## config.mk

```make
export PLATFORM = sky130hd
export DESIGN_NAME = fetch_seq_flat
export DESIGN_NICKNAME = d
export VERILOG_FILES = /design/src/rtl/fetch_seq_if.sv /design/src/rtl/fetch_seq.sv /design/src/flat_wrapper.sv
export SDC_FILE = /design/constraint.sdc
export NUM_CORES = 1
export LEC_CHECK = 0
export CORE_UTILIZATION = 30
export CTS_CLUSTER_DIAMETER = 200
export CTS_CLUSTER_SIZE = 14
export DETAILED_ROUTE_END_ITERATION = 7
export PLACE_DENSITY = 0.7
export SYNTH_ARGS = -nofsm -noshare
export SYNTH_HDL_FRONTEND = slang
export SYNTH_SLANG_ARGS = --single-unit
```

## constraint.sdc

```tcl
create_clock -name clk -period 1.65 [get_ports clk]
set_clock_uncertainty 0.15 [all_clocks]
set_input_delay 0.2475 -clock clk [delete_from_list [all_inputs] [get_ports clk]]
set_output_delay 0.2475 -clock clk [all_outputs]
set_load 0.01 [all_outputs]
```

## src/rtl/fetch_seq_if.sv

```systemverilog
//------------------------------------------------------------------------------
// fetch_seq_if : run/PC/memory/strobe bundle between the fetch sequencer and
//                its environment (PC block, instruction memory). Rev 1.0
//------------------------------------------------------------------------------
`default_nettype none

interface fetch_seq_if;
  logic        run;
  logic [15:0] pc;
  logic        mem_ack;
  logic [15:0] mem_rdata;
  logic        mem_req;
  logic [15:0] mem_addr;
  logic        inc;
  logic        add;
  logic        sub;
  logic [15:0] offset;
  logic [15:0] ir;
  logic        ir_valid;
  logic        halted;
  logic [15:0] icount;

  modport master (
    input  run, pc, mem_ack, mem_rdata,
    output mem_req, mem_addr, inc, add, sub, offset, ir, ir_valid, halted, icount
  );

  modport slave (
    output run, pc, mem_ack, mem_rdata,
    input  mem_req, mem_addr, inc, add, sub, offset, ir, ir_valid, halted, icount
  );
endinterface

`default_nettype wire

```

## src/rtl/fetch_seq.sv

```systemverilog
//------------------------------------------------------------------------------
// fetch_seq : instruction fetch sequencer issuing one PC update strobe per
//             fetched instruction, with retired count and halt. Rev 1.0
//------------------------------------------------------------------------------
`default_nettype none

module fetch_seq (
  input  wire logic     clk,
  input  wire logic     reset,
  fetch_seq_if.master   bus
);

  typedef enum logic [1:0] {
    S_IDLE  = 2'd0,
    S_FETCH = 2'd1,
    S_EXEC  = 2'd2,
    S_HALT  = 2'd3
  } state_t;

  localparam logic [1:0] c_OP_INC  = 2'b00;
  localparam logic [1:0] c_OP_ADD  = 2'b01;
  localparam logic [1:0] c_OP_SUB  = 2'b10;
  localparam logic [1:0] c_OP_HALT = 2'b11;

  state_t      state_q;
  logic [15:0] ir_q;
  logic [15:0] icount_q;

  always_ff @(posedge clk or negedge reset) begin
    if (!reset) begin
      state_q  <= S_IDLE;
      ir_q     <= 16'h0000;
      icount_q <= 16'h0000;
    end else begin
      case (state_q)
        S_IDLE: begin
          if (bus.run) state_q <= S_FETCH;
        end
        S_FETCH: begin
          if (bus.mem_ack) begin
            ir_q    <= bus.mem_rdata;
            state_q <= S_EXEC;
          end
        end
        S_EXEC: begin
          icount_q <= icount_q + 16'd1;
          if (ir_q[15:14] == c_OP_HALT) state_q <= S_HALT;
          else if (bus.run)             state_q <= S_FETCH;
          else                          state_q <= S_IDLE;
        end
        default: state_q <= S_HALT;
      endcase
    end
  end

  // Outputs are pure decodes of the state register, so an asserted reset
  // clears them without waiting for a clock edge.
  logic w_fetch;
  logic w_exec;
  logic w_branch;

  assign w_fetch  = (state_q == S_FETCH);
  assign w_exec   = (state_q == S_EXEC);
  assign w_branch = bus.add | bus.sub;

  assign bus.mem_req  = w_fetch;
  assign bus.mem_addr = w_fetch ? bus.pc : 16'h0000;
  assign bus.inc      = w_exec && (ir_q[15:14] == c_OP_INC);
  assign bus.add      = w_exec && (ir_q[15:14] == c_OP_ADD);
  assign bus.sub      = w_exec && (ir_q[15:14] == c_OP_SUB);
  assign bus.offset   = w_branch ? {2'b00, ir_q[13:0]} : 16'h0000;
  assign bus.ir       = ir_q;
  assign bus.ir_valid = w_exec;
  assign bus.halted   = (state_q == S_HALT);
  assign bus.icount   = icount_q;

endmodule

`default_nettype wire

```

## src/flat_wrapper.sv

```systemverilog
// flat-port wrapper written by rule: the top's interface ports become plain ports
module fetch_seq_flat 
  (clk, reset, bus_run, bus_pc, bus_mem_ack, bus_mem_rdata, bus_mem_req, bus_mem_addr, bus_inc, bus_add, bus_sub, bus_offset, bus_ir, bus_ir_valid, bus_halted, bus_icount);
  fetch_seq_if bus_i ();
  input  wire logic clk;
  input  wire logic reset;
  input wire logic [$bits(bus_i.run)-1:0] bus_run;
  input wire logic [$bits(bus_i.pc)-1:0] bus_pc;
  input wire logic [$bits(bus_i.mem_ack)-1:0] bus_mem_ack;
  input wire logic [$bits(bus_i.mem_rdata)-1:0] bus_mem_rdata;
  output wire logic [$bits(bus_i.mem_req)-1:0] bus_mem_req;
  output wire logic [$bits(bus_i.mem_addr)-1:0] bus_mem_addr;
  output wire logic [$bits(bus_i.inc)-1:0] bus_inc;
  output wire logic [$bits(bus_i.add)-1:0] bus_add;
  output wire logic [$bits(bus_i.sub)-1:0] bus_sub;
  output wire logic [$bits(bus_i.offset)-1:0] bus_offset;
  output wire logic [$bits(bus_i.ir)-1:0] bus_ir;
  output wire logic [$bits(bus_i.ir_valid)-1:0] bus_ir_valid;
  output wire logic [$bits(bus_i.halted)-1:0] bus_halted;
  output wire logic [$bits(bus_i.icount)-1:0] bus_icount;
  assign bus_i.run = bus_run;
  assign bus_i.pc = bus_pc;
  assign bus_i.mem_ack = bus_mem_ack;
  assign bus_i.mem_rdata = bus_mem_rdata;
  assign bus_mem_req = bus_i.mem_req;
  assign bus_mem_addr = bus_i.mem_addr;
  assign bus_inc = bus_i.inc;
  assign bus_add = bus_i.add;
  assign bus_sub = bus_i.sub;
  assign bus_offset = bus_i.offset;
  assign bus_ir = bus_i.ir;
  assign bus_ir_valid = bus_i.ir_valid;
  assign bus_halted = bus_i.halted;
  assign bus_icount = bus_i.icount;
  fetch_seq u_core (.clk(clk), .reset(reset), .bus(bus_i));
endmodule
```

==> results.py, run 1 <==
metrics = {
    "global_route": {
        "grt_pass1_wl_um": 8270,
        "grt_usage": 0.177,
        "antenna_found_initial": 0,
        "grt_pass1_vias": 1769,
        "overflow": 0,
        "grt_start_max_net_pins": 20,
    },
    "min_path": {
        "hold_path_class": "in2async",
    },
    "clock_tree": {
        "clkLatencyLatePin_ns": 0.28,
        "cts-root-buf": "clkbuf_8",
        "cts.sinks": 34,
        "cts_buffer_depth": 2,
        "cts_tree": "yes",
        "path_clk_slew_ns": 0.06,
        "numCtsBuffers": 5,
        "htree_levels": 2,
    },
    "logic_synthesis": {
        "synth_top_area_cell": "dfrtp_1",
        "synthCells": 147,
        "synth.avg_cell_area_um2": 11.5,
        "ys.flop_type": "dfrtp_1",
        "yosysWarnings": 0,
        "synthesis.area_mm2": 0.00169,
        "synth_edf_count": 0,
        "synth_cell_types": 29,
        "post-synth-top-area-fraction": 0.503,
        "synth_most_common_cell": "dfrtp_1",
        "synth_area_leaders": "dfrtp_1 (50%), and2_1 (11%), mux2_1 (11%)",
        "async_reset_ff_frac": 1.00,
        "ys_ff_latch": 34,
        "synthTopCellsByCount": "dfrtp_1 (34), and2_1 (31), mux2_1 (16)",
        "ys_seq_area_frac": 0.503,
    },
    "critical_path": {
        "worstPathCellList": "xnor2_2, nor2_4, buf_6, buf_6, and2_4, buf_6",
        "cp_max_fo": 6,
        "arrival_ns": 1.46,
        "end_kind": "primary output",
        "cp_slowest_cell": "dfrtp_1",
        "required_ns": 1.25,
        "path_buf_inv": 3,
        "crit_top_cell": "buf_6",
        "startpoint_type": "flip-flop",
        "crit_cells": 6,
        "rr_worst_depth": 6,
        "reg2reg_slack_ns": -0.07,
        "critPathMaxStageDelay_ns": 0.41,
        "critical-path-top-delay-family": "flip-flops",
        "crit_type": "reg2out",
    },
    "floorplan": {
        "core_mm2": 0.00527,
        "fp.dieW_um": 77.1,
        "die_area_mm2": 0.00595,
        "row_count": 26,
        "ioPinCount": 106,
        "die_h_um": 77.1,
        "floorplan.initialDensity": 0.321,
    },
    "job": {
        "maxCapViolations": 0,
    },
    "detailed_routing": {
        "via_count": 1627,
        "drt-vias-per-instance": 4.45,
        "wirelength_um": 5030,
        "wl_per_cell_um": 13.7,
        "postRouteAntennaNets": 0,
        "detail_route.drc_violations": 0,
        "drtIter0Drc": 52,
        "drt_first_pass_iters": 4,
    },
    "place": {
        "place_hpwl_um": 3240,
        "dpl.cell_count": 333,
        "place_congestion": 0.733,
        "numPortBuffers": 103,
    },
    "outcome": {
        "run_status": "finished, violations left",
        "violations": "negative setup slack",
    },
    "sta": {
        "post-route-period-util": 1.13,
        "setup_viol": 57,
        "fin_crit_ns": 1.86,
        "hold_violations": 0,
        "finalSetupTns_ns": -4.27,
        "slew_violations": 0,
        "worst_slack_ns": -0.210,
        "rsz0062_at_grt": "yes",
        "fmaxAchievable_mhz": 538,
    },
    "finish": {
        "drive_gt1_frac": 0.493,
        "diodes": 0,
        "final_nets": 333,
        "layout.cells.non_filler": 366,
        "syn_to_final_growth_pct": 108,
    },
    "pwr": {
        "irDropWorstVdd_mv": 0.217,
        "p_per_area_mw_per_mm2": 427,
        "p_leak_nw": 1.96,
    },
}
## worst paths after layout
| check | endpoint | from |
|---|---|---|
| max in group asynchronous | u_core.bus.icount[10] | reset |
| min in group clk | u_core.bus.icount[15] | u_core.bus.icount[15] |
| max reg2reg | u_core.bus.icount[15] | u_core.state_q[0] |
| max | bus_offset[5] | u_core.bus.ir[15] |
| min | u_core.bus.icount[15] | reset |
| min reg2reg | u_core.bus.icount[15] | u_core.bus.icount[15] |
## cells in the final DEF, fill, tap and decap left out, drive strengths merged, types with 2 or more instances in the layout
cell type      Yosys  routed
nand3              7       7
nor3               3       3
dfrtp             34      34
xor2               7       7
dlymetal6s2s       0       8
nand4              3       3
inv                1       2
xnor2              9       9
nor4               4       4
mux2              16      16
nor2               4       4
and2              31      31
nor3b              2       2
clkbuf             2       7
buf                5      81
nand2             10      10
and3               2       2
clkdlybuf4s50      0      54
dlygate4sd2        0       4
conb               1       2
## registers in the layout (all words and copies together), names as in the netlist
| signal | count |
|---|---|
| u_core.bus.ir | 16 |
| u_core.state_q | 2 |
| u_core.bus.icount | 16 |
## report_power, final
part           internal (W)  total (W)  switching [W]  leakage, nW
logic             0.0000763   0.000110      0.0000332         1.46
clock network      0.000290   0.000562       0.000272       0.0383
registers          0.000834   0.000834              0        0.461
total               0.00120    0.00150       0.000305         1.96
## worst reg2reg max path: stages, from the launching register on
cell and delay, ns:
dfrtp_1 0.39, nand2b_4 0.16, buf_6 0.13, buf_8 0.13, nor4_4 0.37, nand3_1 0.15
xnor2_1 0.14
## layout make-up
| class | instances | area [um^2] |
|---|---|---|
| Tap cell | 70 | 87.6 |
| Fill cell | 415 | 1750 |
| Inverter | 2 | 15.0 |
| Multi-Input combinational cell | 105 | 1020 |
| Timing Repair Buffer | 148 | 1470 |
| Clock buffer | 7 | 76.3 |
| Sequential cell | 34 | 855 |
## cells by family (layout without fill, tap and decap cells)
| family | after synthesis | in the layout | synth area share |
|---|---|---|---|
| buffers and inverters | 9 | 157 | 0.0333 |
| flip-flops | 34 | 34 | 0.503 |
| other | 1 | 2 | 0.00222 |
| multiplexers | 16 | 16 | 0.106 |
| XOR/XNOR | 16 | 16 | 0.0828 |
| AND/OR/NAND/NOR | 68 | 68 | 0.258 |
| AO/OA/AOI/OAI | 2 | 2 | 0.00739 |
| adder cells (fa/ha/maj) | 1 | 1 | 0.00739 |
## per-stage QoR
stage          hold slack, ns  cell area [um^2]  power (W)  utilization  worst slack, ns
2_1_floorplan          -0.198              1700   0.000856            -           0.0120
3_3_place_gp           0.0591              2920   0.000950        0.554           -0.227
3_5_place_dp           0.0594              2920   0.000952        0.554           -0.219
4_1_cts                 0.299              3320    0.00153        0.629           -0.284
5_1_grt                 0.344              3520    0.00157        0.668           -0.274
6_report                0.290              3520    0.00150        0.668           -0.210
## per-layer routing
layer,share of wire,track usage,wire [um],vias up
li1,-,-,-,782
met1,0.42,0.220,2100,760
met2,0.50,0.297,2530,80
met3,0.069,0.0321,345,5
met4,0.012,0.0792,59,0
met5,0,0,0,-
## repair_timing
item	CTS	global route
hold endpoints to repair	17	0
setup endpoints to repair	72	69
pin swaps	25	22
hold buffers	1	0
resized for setup	220	48
cloned	5	0
buffers inserted	18	4
Power figures use the tool's default switching activity.
==> run 2: changes to the inputs <==
--- a/constraint.sdc
+++ b/constraint.sdc
@@ -3,3 +3,3 @@
 set_input_delay 0.2475 -clock clk [delete_from_list [all_inputs] [get_ports clk]]
 set_output_delay 0.2475 -clock clk [all_outputs]
-set_load 0.01 [all_outputs]
+set_load 0.02 [all_outputs]
==> run 2 against run 1 <==
  * The flow still finishes with violations (negative setup slack)
  * Via count is 5.2% lower
  * First-iteration DRC count down 15%
  * Core utilization fell by 3.5 points
  * Flip-flop and latch count did not move
  * Sequential power is essentially flat
  * Register-to-register slack got worse by 0.02 ns
  * Clock-buffer cell count unchanged
  * Sequential share of layout area grew 1.3 points
  * Critical path type unchanged
  * Largest cell class unchanged
  * Largest power group unchanged
==> results.py, run 2 (same netlist as run 1, synthesis figures left out) <==
metrics = {
    "outcome": {
        "run_status": "finished, violations left",
        "violations": "negative setup slack",
    },
    "finish": {
        "diodes": 0,
        "postLayoutCoreUtil": 0.633,
        "fillers": 453,
        "final_nets": 312,
        "final_cell_mix": "buf_6 (42), clkdlybuf4s50_1 (34), dfrtp_1 (33)",
        "syn_to_final_growth_pct": 97.2,
        "final_common_cell": "buf_6",
        "drive_gt1_frac": 0.475,
    },
    "clock_tree": {
        "cts.sinks": 34,
        "clkLatencyLatePin_ns": 0.28,
        "cts_tree": "yes",
        "path_clk_slew_ns": 0.07,
        "cts-root-buf": "clkbuf_8",
        "numCtsBuffers": 5,
        "htree_levels": 2,
        "cts_buffer_depth": 2,
    },
    "place": {
        "place_congestion": 0.704,
        "numPortBuffers": 103,
        "place_hpwl_um": 3050,
        "preCtsSetupSlack_ns": -0.330,
    },
    "sta": {
        "hold_violations": 0,
        "slew_violations": 0,
        "post-route-period-util": 1.09,
        "worst_slack_ns": -0.145,
        "rsz0062_at_grt": "yes",
        "finalSetupTns_ns": -4.31,
        "fin_crit_ns": 1.79,
        "setup_viol": 51,
        "fmaxAchievable_mhz": 557,
        "hold_slack_ns": 0.317,
    },
    "floorplan": {
        "row_count": 26,
        "die_area_mm2": 0.00595,
        "ioPinCount": 106,
        "fp.dieW_um": 77.1,
        "floorplan.initialDensity": 0.321,
        "core_mm2": 0.00527,
        "die_h_um": 77.1,
    },
    "pwr": {
        "p_leak_nw": 1.84,
        "p_total_w": 0.00156,
        "irDropWorstVdd_mv": 0.299,
        "p_per_area_mw_per_mm2": 468,
    },
    "detailed_routing": {
        "wl_per_cell_um": 13.4,
        "drt_first_pass_iters": 4,
        "detail_route.drc_violations": 0,
        "via_count": 1543,
        "drt-vias-per-instance": 4.46,
        "postRouteAntennaNets": 0,
        "drtIter0Drc": 44,
        "wirelength_um": 4640,
    },
    "global_route": {
        "grt_usage": 0.146,
        "grt_pass1_wl_um": 6860,
        "grt_start_max_net_pins": 35,
        "grt_pass1_vias": 1498,
        "overflow": 0,
        "antenna_found_initial": 0,
    },
    "critical_path": {
        "end_kind": "primary output",
        "arrival_ns": 1.40,
        "required_ns": 1.25,
        "crit_type": "reg2out",
        "startpoint_type": "flip-flop",
        "cp_max_fo": 7,
    },
    "job": {
        "maxCapViolations": 0,
    },
    "min_path": {
        "hold_path_class": "reg2reg",
    },
}
[run 2: cell count changes in the layout (fill, tap and decap cells not counted), moves of 2 or more]
cell,delta
and2_4,+6
dlygate4sd2_1,+26
clkdlybuf4s50_1,-20
and2_1,-7
buf_2,-9
buf_4,-11
dfrtp_2,-2
dfrtp_1,+2
dlymetal6s2s_1,-7
[run 2: per-stage QoR]
stage | cell area, um^2 | instances
after global routing | 3340 | 346
final | 3340 | 346
after floorplan | 1710 | 148
after detailed placement | 2910 | 330
after CTS | 2960 | 340
after global placement | 2910 | 330
[run 2: worst max-delay path, stage by stage, from the launching register on]
cell and delay (ns):
dfrtp_1 0.41, xnor2_2 0.20, nor2_2 0.07, buf_6 0.13, and2_2 0.19, buf_6 0.13
[run 2: where the power goes]
part           internal [W]  leakage (nW)  switching (W)
Combinational     0.0000748          1.32      0.0000343
Sequential         0.000833         0.465              0
Clock              0.000336        0.0482       0.000284
[run 2: area by class of cell]
class	count	area [um^2]	share of cell area
clock inverters	1	5.00	0.00150
clock buffers	7	86.3	0.0259
repair buffers	127	1270	0.379
well taps	70	87.6	0.0262
inverters	2	12.5	0.00375
flip-flops and latches	34	852	0.255
multi-input cells	105	1030	0.308
[run 2: final timing paths]
| kind | slack, ns | to | depth (start not counted) | startpoint |
|---|---|---|---|---|
| setup reg to reg | -0.09 | u_core.bus.ir[9] | 7 | u_core.state_q[0] |
| min in group asynchronous | 0.37 | u_core.bus.icount[13] | 3 | reset |
| setup / recovery | -0.14 | bus_offset[4] | 5 | u_core.bus.ir[15] |
| max in group asynchronous | 0.64 | u_core.state_q[1] | 3 | reset |
| hold reg to reg | 0.32 | u_core.bus.icount[15] | 1 | u_core.bus.icount[15] |
| hold / removal | 0.32 | u_core.bus.icount[15] | 1 | u_core.bus.icount[15] |
[run 2: per-layer routing]
| metal | vias up | global-route usage | routed length (um) |
|---|---|---|---|
| met5 | - | 0 | 0 |
| li1 | 740 | - | - |
| met1 | 722 | 0.167 | 1960 |
| met2 | 77 | 0.248 | 2310 |
| met4 | 0 | 0.0623 | 47 |
| met3 | 4 | 0.0464 | 326 |
[run 2: timing repair]
| item | CTS | global route |
|---|---|---|
| gates cloned | 1 | 3 |
| pin swaps | 7 | 25 |
| gates resized for setup | 224 | 100 |
| hold buffers | 1 | 0 |
| setup buffers | 0 | 3 |
| endpoints found under the hold margin | 34 | 0 |
| endpoints found under the setup margin | 91 | 63 |
